==> config.mk <==
export PLATFORM = sky130hd
export DESIGN_NAME = rv32i_mc_controller
export DESIGN_NICKNAME = d
export VERILOG_FILES = /design/src/rtl/rv32i_mc_controller.sv
export SDC_FILE = /design/constraint.sdc
export NUM_CORES = 1
export LEC_CHECK = 0
export ABC_AREA = 1
export BUFFER_PORTS_ARGS = -buffer_cell sky130_fd_sc_hd__buf_2
export CAP_MARGIN = 5
export CELL_PAD_IN_SITES_DETAIL_PLACEMENT = 0
export CELL_PAD_IN_SITES_GLOBAL_PLACEMENT = 1
export CORE_UTILIZATION = 25
export CTS_CLUSTER_DIAMETER = 80
export DETAILED_ROUTE_END_ITERATION = 10
export GPL_ROUTABILITY_DRIVEN = 0
export HOLD_SLACK_MARGIN = 0.05
export PLACE_DENSITY = 0.67
export SYNTH_ARGS = -nofsm -noshare
export SYNTH_HDL_FRONTEND = slang
export SYNTH_SLANG_ARGS = --single-unit
==> constraint.sdc <==
create_clock -name clk -period 1.9 [get_ports clk]
set_input_delay 0.38 -clock clk [delete_from_list [all_inputs] [get_ports clk]]
set_output_delay 0.38 -clock clk [all_outputs]
set_load 0.01 [all_outputs]
==> src/rtl/rv32i_mc_controller.sv <==
// rv32i_mc_controller: multicycle RV32I control unit.
// A Moore FSM sequences fetch / decode / execute over the shared datapath; the
// only Mealy term is PCWrite in BRANCH, which follows the ALU Zero flag.
// Also decodes op/funct3/funct7b5 into the 4-bit ALUControl code.
//
// Ports:
//   clk, reset            core clock, synchronous active-high reset
//   op, funct3, funct7b5  instruction register fields
//   Zero                  ALU result-is-zero flag (current cycle)
//   PCWrite, AdrSrc, MemWrite, IRWrite, RegWrite   datapath enables/selects
//   ResultSrc, ALUSrcA, ALUSrcB, ImmSrc, ALUControl datapath mux/ALU controls
//   illegal               sticky illegal-opcode flag (MC_ILLEGAL_TRAP_EN only)
//
// Build option: define MC_ILLEGAL_TRAP_EN to trap unlisted opcodes in a TRAP
// state that raises `illegal` until reset. Without it, unlisted opcodes act as
// a 2-cycle NOP and neither the TRAP state nor the `illegal` port exist.

module rv32i_mc_controller (
    input  logic       clk,
    input  logic       reset,
    input  logic [6:0] op,
    input  logic [2:0] funct3,
    input  logic       funct7b5,
    input  logic       Zero,
    output logic       PCWrite,
    output logic       AdrSrc,
    output logic       MemWrite,
    output logic       IRWrite,
    output logic       RegWrite,
    output logic [1:0] ResultSrc,
    output logic [1:0] ALUSrcA,
    output logic [1:0] ALUSrcB,
    output logic [2:0] ImmSrc,
    output logic [3:0] ALUControl
`ifdef MC_ILLEGAL_TRAP_EN
    ,
    output logic       illegal
`endif
);

    localparam logic [3:0] S_FETCH    = 4'd0;
    localparam logic [3:0] S_DECODE   = 4'd1;
    localparam logic [3:0] S_MEMADR   = 4'd2;
    localparam logic [3:0] S_MEMREAD  = 4'd3;
    localparam logic [3:0] S_MEMWB    = 4'd4;
    localparam logic [3:0] S_MEMWRITE = 4'd5;
    localparam logic [3:0] S_EXECR    = 4'd6;
    localparam logic [3:0] S_EXECI    = 4'd7;
    localparam logic [3:0] S_ALUWB    = 4'd8;
    localparam logic [3:0] S_BRANCH   = 4'd9;
    localparam logic [3:0] S_JAL      = 4'd10;
    localparam logic [3:0] S_JALR1    = 4'd11;
    localparam logic [3:0] S_JALR2    = 4'd12;
    localparam logic [3:0] S_LUI      = 4'd13;
    localparam logic [3:0] S_AUIPC    = 4'd14;
`ifdef MC_ILLEGAL_TRAP_EN
    localparam logic [3:0] S_TRAP     = 4'd15;
`endif

    localparam logic [6:0] OP_LOAD  = 7'b0000011;
    localparam logic [6:0] OP_STORE = 7'b0100011;
    localparam logic [6:0] OP_R     = 7'b0110011;
    localparam logic [6:0] OP_I     = 7'b0010011;
    localparam logic [6:0] OP_BR    = 7'b1100011;
    localparam logic [6:0] OP_JAL   = 7'b1101111;
    localparam logic [6:0] OP_JALR  = 7'b1100111;
    localparam logic [6:0] OP_LUI   = 7'b0110111;
    localparam logic [6:0] OP_AUIPC = 7'b0010111;

    localparam logic [3:0] ALU_ADD  = 4'd0;
    localparam logic [3:0] ALU_SUB  = 4'd1;
    localparam logic [3:0] ALU_AND  = 4'd2;
    localparam logic [3:0] ALU_OR   = 4'd3;
    localparam logic [3:0] ALU_XOR  = 4'd4;
    localparam logic [3:0] ALU_SLT  = 4'd5;
    localparam logic [3:0] ALU_SLTU = 4'd6;
    localparam logic [3:0] ALU_SLL  = 4'd7;
    localparam logic [3:0] ALU_SRL  = 4'd8;
    localparam logic [3:0] ALU_SRA  = 4'd9;

    localparam logic [2:0] IMM_I = 3'b000;
    localparam logic [2:0] IMM_S = 3'b001;
    localparam logic [2:0] IMM_B = 3'b010;
    localparam logic [2:0] IMM_J = 3'b011;
    localparam logic [2:0] IMM_U = 3'b100;

    logic [3:0] state;
    logic [3:0] next_state;
    logic       br_taken;

    // ALU op for register/immediate arithmetic; bit 30 only selects SUB for
    // register forms, since ADDI reuses that bit as immediate data.
    function automatic logic [3:0] funct_alu(input logic is_r, input logic [2:0] f3,
                                             input logic f7b5);
        case (f3)
            3'b000:  funct_alu = (is_r && f7b5) ? ALU_SUB : ALU_ADD;
            3'b001:  funct_alu = ALU_SLL;
            3'b010:  funct_alu = ALU_SLT;
            3'b011:  funct_alu = ALU_SLTU;
            3'b100:  funct_alu = ALU_XOR;
            3'b101:  funct_alu = f7b5 ? ALU_SRA : ALU_SRL;
            3'b110:  funct_alu = ALU_OR;
            default: funct_alu = ALU_AND;
        endcase
    endfunction

    // State register
    always_ff @(posedge clk) begin
        if (reset) state <= S_FETCH;
        else       state <= next_state;
    end

    // Next-state logic
    always_comb begin
        next_state = S_FETCH;
        case (state)
            S_FETCH:  next_state = S_DECODE;
            S_DECODE: begin
                case (op)
                    OP_LOAD, OP_STORE: next_state = S_MEMADR;
                    OP_R:              next_state = S_EXECR;
                    OP_I:              next_state = S_EXECI;
                    OP_BR:             next_state = S_BRANCH;
                    OP_JAL:            next_state = S_JAL;
                    OP_JALR:           next_state = S_JALR1;
                    OP_LUI:            next_state = S_LUI;
                    OP_AUIPC:          next_state = S_AUIPC;
`ifdef MC_ILLEGAL_TRAP_EN
                    default:           next_state = S_TRAP;
`else
                    default:           next_state = S_FETCH;
`endif
                endcase
            end
            // op[5] separates stores (0100011) from loads (0000011)
            S_MEMADR:   next_state = op[5] ? S_MEMWRITE : S_MEMREAD;
            S_MEMREAD:  next_state = S_MEMWB;
            S_EXECR,
            S_EXECI,
            S_JAL,
            S_JALR2,
            S_AUIPC:    next_state = S_ALUWB;
            S_JALR1:    next_state = S_JALR2;
`ifdef MC_ILLEGAL_TRAP_EN
            S_TRAP:     next_state = S_TRAP;
`endif
            default:    next_state = S_FETCH;
        endcase
    end

    // Output decode; everything is held at 0 while reset is asserted
    always_comb begin
        PCWrite    = 1'b0;
        AdrSrc     = 1'b0;
        MemWrite   = 1'b0;
        IRWrite    = 1'b0;
        RegWrite   = 1'b0;
        ResultSrc  = 2'b00;
        ALUSrcA    = 2'b00;
        ALUSrcB    = 2'b00;
        ImmSrc     = 3'b000;
        ALUControl = ALU_ADD;
        br_taken   = 1'b0;
        if (!reset) begin
            case (state)
                S_FETCH: begin
                    IRWrite   = 1'b1;
                    PCWrite   = 1'b1;
                    ALUSrcB   = 2'b10;
                    ResultSrc = 2'b10;
                end
                S_DECODE: begin
                    ALUSrcA = 2'b01;
                    ALUSrcB = 2'b01;
                    ImmSrc  = (op == OP_JAL) ? IMM_J : IMM_B;
                end
                S_MEMADR: begin
                    ALUSrcA = 2'b10;
                    ALUSrcB = 2'b01;
                    ImmSrc  = op[5] ? IMM_S : IMM_I;
                end
                S_MEMREAD: AdrSrc = 1'b1;
                S_MEMWB: begin
                    ResultSrc = 2'b01;
                    RegWrite  = 1'b1;
                end
                S_MEMWRITE: begin
                    AdrSrc   = 1'b1;
                    MemWrite = 1'b1;
                end
                S_EXECR: begin
                    ALUSrcA    = 2'b10;
                    ALUControl = funct_alu(1'b1, funct3, funct7b5);
                end
                S_EXECI: begin
                    ALUSrcA    = 2'b10;
                    ALUSrcB    = 2'b01;
                    ImmSrc     = IMM_I;
                    ALUControl = funct_alu(1'b0, funct3, funct7b5);
                end
                S_ALUWB: RegWrite = 1'b1;
                S_BRANCH: begin
                    ALUSrcA = 2'b10;
                    case (funct3)
                        3'b000: begin ALUControl = ALU_SUB;  br_taken = Zero;  end
                        3'b001: begin ALUControl = ALU_SUB;  br_taken = !Zero; end
                        3'b100: begin ALUControl = ALU_SLT;  br_taken = !Zero; end
                        3'b101: begin ALUControl = ALU_SLT;  br_taken = Zero;  end
                        3'b110: begin ALUControl = ALU_SLTU; br_taken = !Zero; end
                        3'b111: begin ALUControl = ALU_SLTU; br_taken = Zero;  end
                        default: br_taken = 1'b0;
                    endcase
                    PCWrite = br_taken;
                end
                S_JAL, S_JALR2: begin
                    ALUSrcA = 2'b01;
                    ALUSrcB = 2'b10;
                    PCWrite = 1'b1;
                end
                S_JALR1: begin
                    ALUSrcA = 2'b10;
                    ALUSrcB = 2'b01;
                    ImmSrc  = IMM_I;
                end
                S_LUI: begin
                    ImmSrc    = IMM_U;
                    ResultSrc = 2'b11;
                    RegWrite  = 1'b1;
                end
                S_AUIPC: begin
                    ALUSrcA = 2'b01;
                    ALUSrcB = 2'b01;
                    ImmSrc  = IMM_U;
                end
                default: ;
            endcase
        end
    end

`ifdef MC_ILLEGAL_TRAP_EN
    // Sticky by virtue of TRAP only being left through reset
    assign illegal = !reset && (state == S_TRAP);
`endif

endmodule

==> impl_metrics.env <==
export IMPL_clkTransAtPathRegs_ns=0.04
export IMPL_worstPathCellList="inv_2, nand2_1, nor2_4, nand2_1, nor2_1, a21oi_1, nor2_1, buf_2"
export IMPL_synth_xor_xnor_area_share_pct=1.17
export IMPL_tns_ns=0
export IMPL_clock_root_buffer="clkbuf_4"
export IMPL_rows=19
export IMPL_drv_cap=0
export IMPL_cts_made_buffers=3
export IMPL_nNetsFinal=188
export IMPL_worstReg2RegEnd="state[1]"
export IMPL_violations="design-rule violations"
export IMPL_grt_start_max_net_pins=12
export IMPL_ys_ff_latch=4
export IMPL_post_cts_buffers=0
export IMPL_die_h_um=56.7
export IMPL_synth_main_ff_cell="dfxtp_1"
export IMPL_tightestPinTransition_ns=0.319
export IMPL_power_leakage_uw=0.000487
export IMPL_ys_types=27
export IMPL_synthAdderAreaFrac_pct=0
export IMPL_drive_above_1_share_pct=34.3
export IMPL_async_reset_ff_share_pct=0
export IMPL_cts_num_sinks=4
export IMPL_ant_nets=0
export IMPL_slowest_stage="dfxtp_2"
export IMPL_maxSlewHeadroom_pct=78.5
export IMPL_die_area_sq_mm=0.00321
export IMPL_synth_top_area_share_pct=17.1
export IMPL_path_class="reg -> out"
export IMPL_syn_area_sq_um=747
export IMPL_antenna_found_initial=0
export IMPL_yosys_area_share_simple_pct=55.6
export IMPL_critPathRequiredTime_ns=1.52
export IMPL_peakVddDrop_uv=167
export IMPL_yosysWarnings=0
export IMPL_syn2layout_area_growth_pct=28.3
export IMPL_drtIter0Drc=62
export IMPL_cp_start_kind="register"
export IMPL_fin_crit_ns=1.80
export IMPL_clockBufferDepth=2
export IMPL_hold_path_end="state[1]"
export IMPL_end_kind="output port"
export IMPL_yosys_area_top_type="nand2_1"
export IMPL_ys_seq_area_share_pct=10.7
export IMPL_drv_slew=0
export IMPL_floorplan_die_width_um=56.7
export IMPL_start_util_pct=26.6
export IMPL_grt_pass1_wl_um=3620
export IMPL_drc_errors=4
export IMPL_fmax_ghz=0.557
export IMPL_grt_total_usage_pct=14.3
export IMPL_dr_pass1_iters=7
export IMPL_grt_pass1_vias=833
export IMPL_core_area_sq_mm=0.00281
export IMPL_muxShareOfSynthArea_pct=0
export IMPL_routed_via_count=987
export IMPL_synth_top_family_by_area="simple AND/OR/NAND/NOR gates"
export IMPL_largest_reg_flops=4
export IMPL_syn_inst=141
export IMPL_hold_viol=0
export IMPL_reg_largest_list="state: 4 flops"
export IMPL_layout_commonest_cell="nand2_1"
export IMPL_status="finished with violations"
export IMPL_critPathArrivalTime_ns=1.42
export IMPL_final_cell_mix="nand2_1, buf_2, nor2_1"
export IMPL_syn_area_per_cell_sq_um=5.30
export IMPL_hold_ws_ns=0.489
export IMPL_finalSetupViolCount=0
export IMPL_hpwl_um=1800
export IMPL_port_buffers=31
export IMPL_ff2ff_path_depth=6
export IMPL_synth_compound_area_share_pct=19.4
export IMPL_cp_max_fo=5
export IMPL_cts_tree="built"
export IMPL_clk_latency_ns=0.23
export IMPL_syn_nets=155
export IMPL_vias_per_cell=4.86
export IMPL_finalCritPeriodShare_pct=94.5
export IMPL_power_density_mw_per_mm2=328
export IMPL_cpPeakStageDelay_ns=0.33
export IMPL_reg2reg_from="state[1]"
export IMPL_r2r_slack_ns=0.72
export IMPL_top_register="state"
export IMPL_h_tree_depth=1
export IMPL_n_antenna_cell=0
export IMPL_hold_path_startpoint="op[5]"
export IMPL_synth_area_top_cells="nand2_1, dfxtp_1, nor2_1"
export IMPL_fill_cells=326
export IMPL_synth_edf_count=0
export IMPL_wl_per_cell_um=10.8
export IMPL_hold_depth=3
export IMPL_ioPinCount=32
export IMPL_hp_class="in -> reg"
export IMPL_wl_um=2190
export IMPL_overflow=0
export IMPL_skew_ns=0.00209
cell usage after synthesis (2+ instances only):
master   instances
nand2_1         34
nor2_1          21
nand3_1         14
a21oi_1         11
inv_1           10
inv_2            8
o21ai_1          5
dfxtp_1          4
nor2_4           4
o21ai_0          4
buf_2            3
nand4_1          3
nor3_1           3
nand2_2          2
nand2_4          2
nor2_2           2
stage by stage:
| step | setup WS [ns] | util (%) | cell area, sq um | power, uW | instances |
|---|---|---|---|---|---|
| CTS | 0.0530 | 33.8 | 948 | 316 | 203 |
| global route | -0.0133 | 34.2 | 958 | 340 | 203 |
| finish | 0.104 | 34.2 | 958 | 314 | 203 |
| global placement | 0.278 | 33.0 | 926 | 211 | 200 |
| floorplan | 0.387 | - | 747 | 169 | 141 |
| detailed placement | 0.266 | 33.0 | 926 | 211 | 200 |
report_power, final:
part	internal [uW]	switching [uW]
Clock	70.6	33.2
Sequential	87.3	3.88
Combinational	42.8	76.6
Total	201	114
layout make-up:
| cell class | instances | area (sq um) | share of cell area (%) |
|---|---|---|---|
| Multi-Input combinational cell | 114 | 574 | 59.9 |
| Timing Repair Buffer | 33 | 170 | 17.8 |
| Sequential cell | 4 | 85.1 | 8.88 |
| Inverter | 18 | 67.6 | 7.05 |
| Tap cell | 31 | 38.8 | 4.05 |
| Clock buffer | 3 | 22.5 | 2.35 |
metal layers:
layer,wire length (um),GRT usage (%),vias to the layer above
met5,0,0,-
met2,944,20.7,22
met1,1130,21.0,436
li1,-,-,527
met4,14,2.86,0
met3,95,3.69,2
timing repair:
action                     in CTS  in global routing
hold buffers                    0                  0
hold endpoints to repair        0                  0
setup endpoints to repair       0                  6
resized for setup               0                  5
worst max-delay path, delay by kind of cell (launching register included):
kind	cells	cell delay, ns
buffers and inverters	2	0.25
AOI/OAI and AO/OA	1	0.05
DFF	1	0.33
and+or+nand+nor	5	0.55
worst max path at each step:
stage | start | end | slack [ns]
after floorplan | funct3[2] | ALUControl[0] | 0.39
after global placement | funct3[1] | ALUControl[0] | 0.28
after detailed placement | funct3[1] | ALUControl[0] | 0.27
after CTS | state[2] | ALUSrcA[1] | 0.05
after global routing | state[2] | ALUControl[1] | -0.01
final | state[2] | ALUControl[1] | 0.10
kinds of logic (layout without fill, tap and decap cells):
family                 after synthesis  after routing
flip-flops                           4              4
XOR/XNOR                             1              1
buffers and inverters               23             54
AND/OR/NAND/NOR                     87             87
AO/OA/AOI/OAI                       26             26
Power figures use the tool's default switching activity.
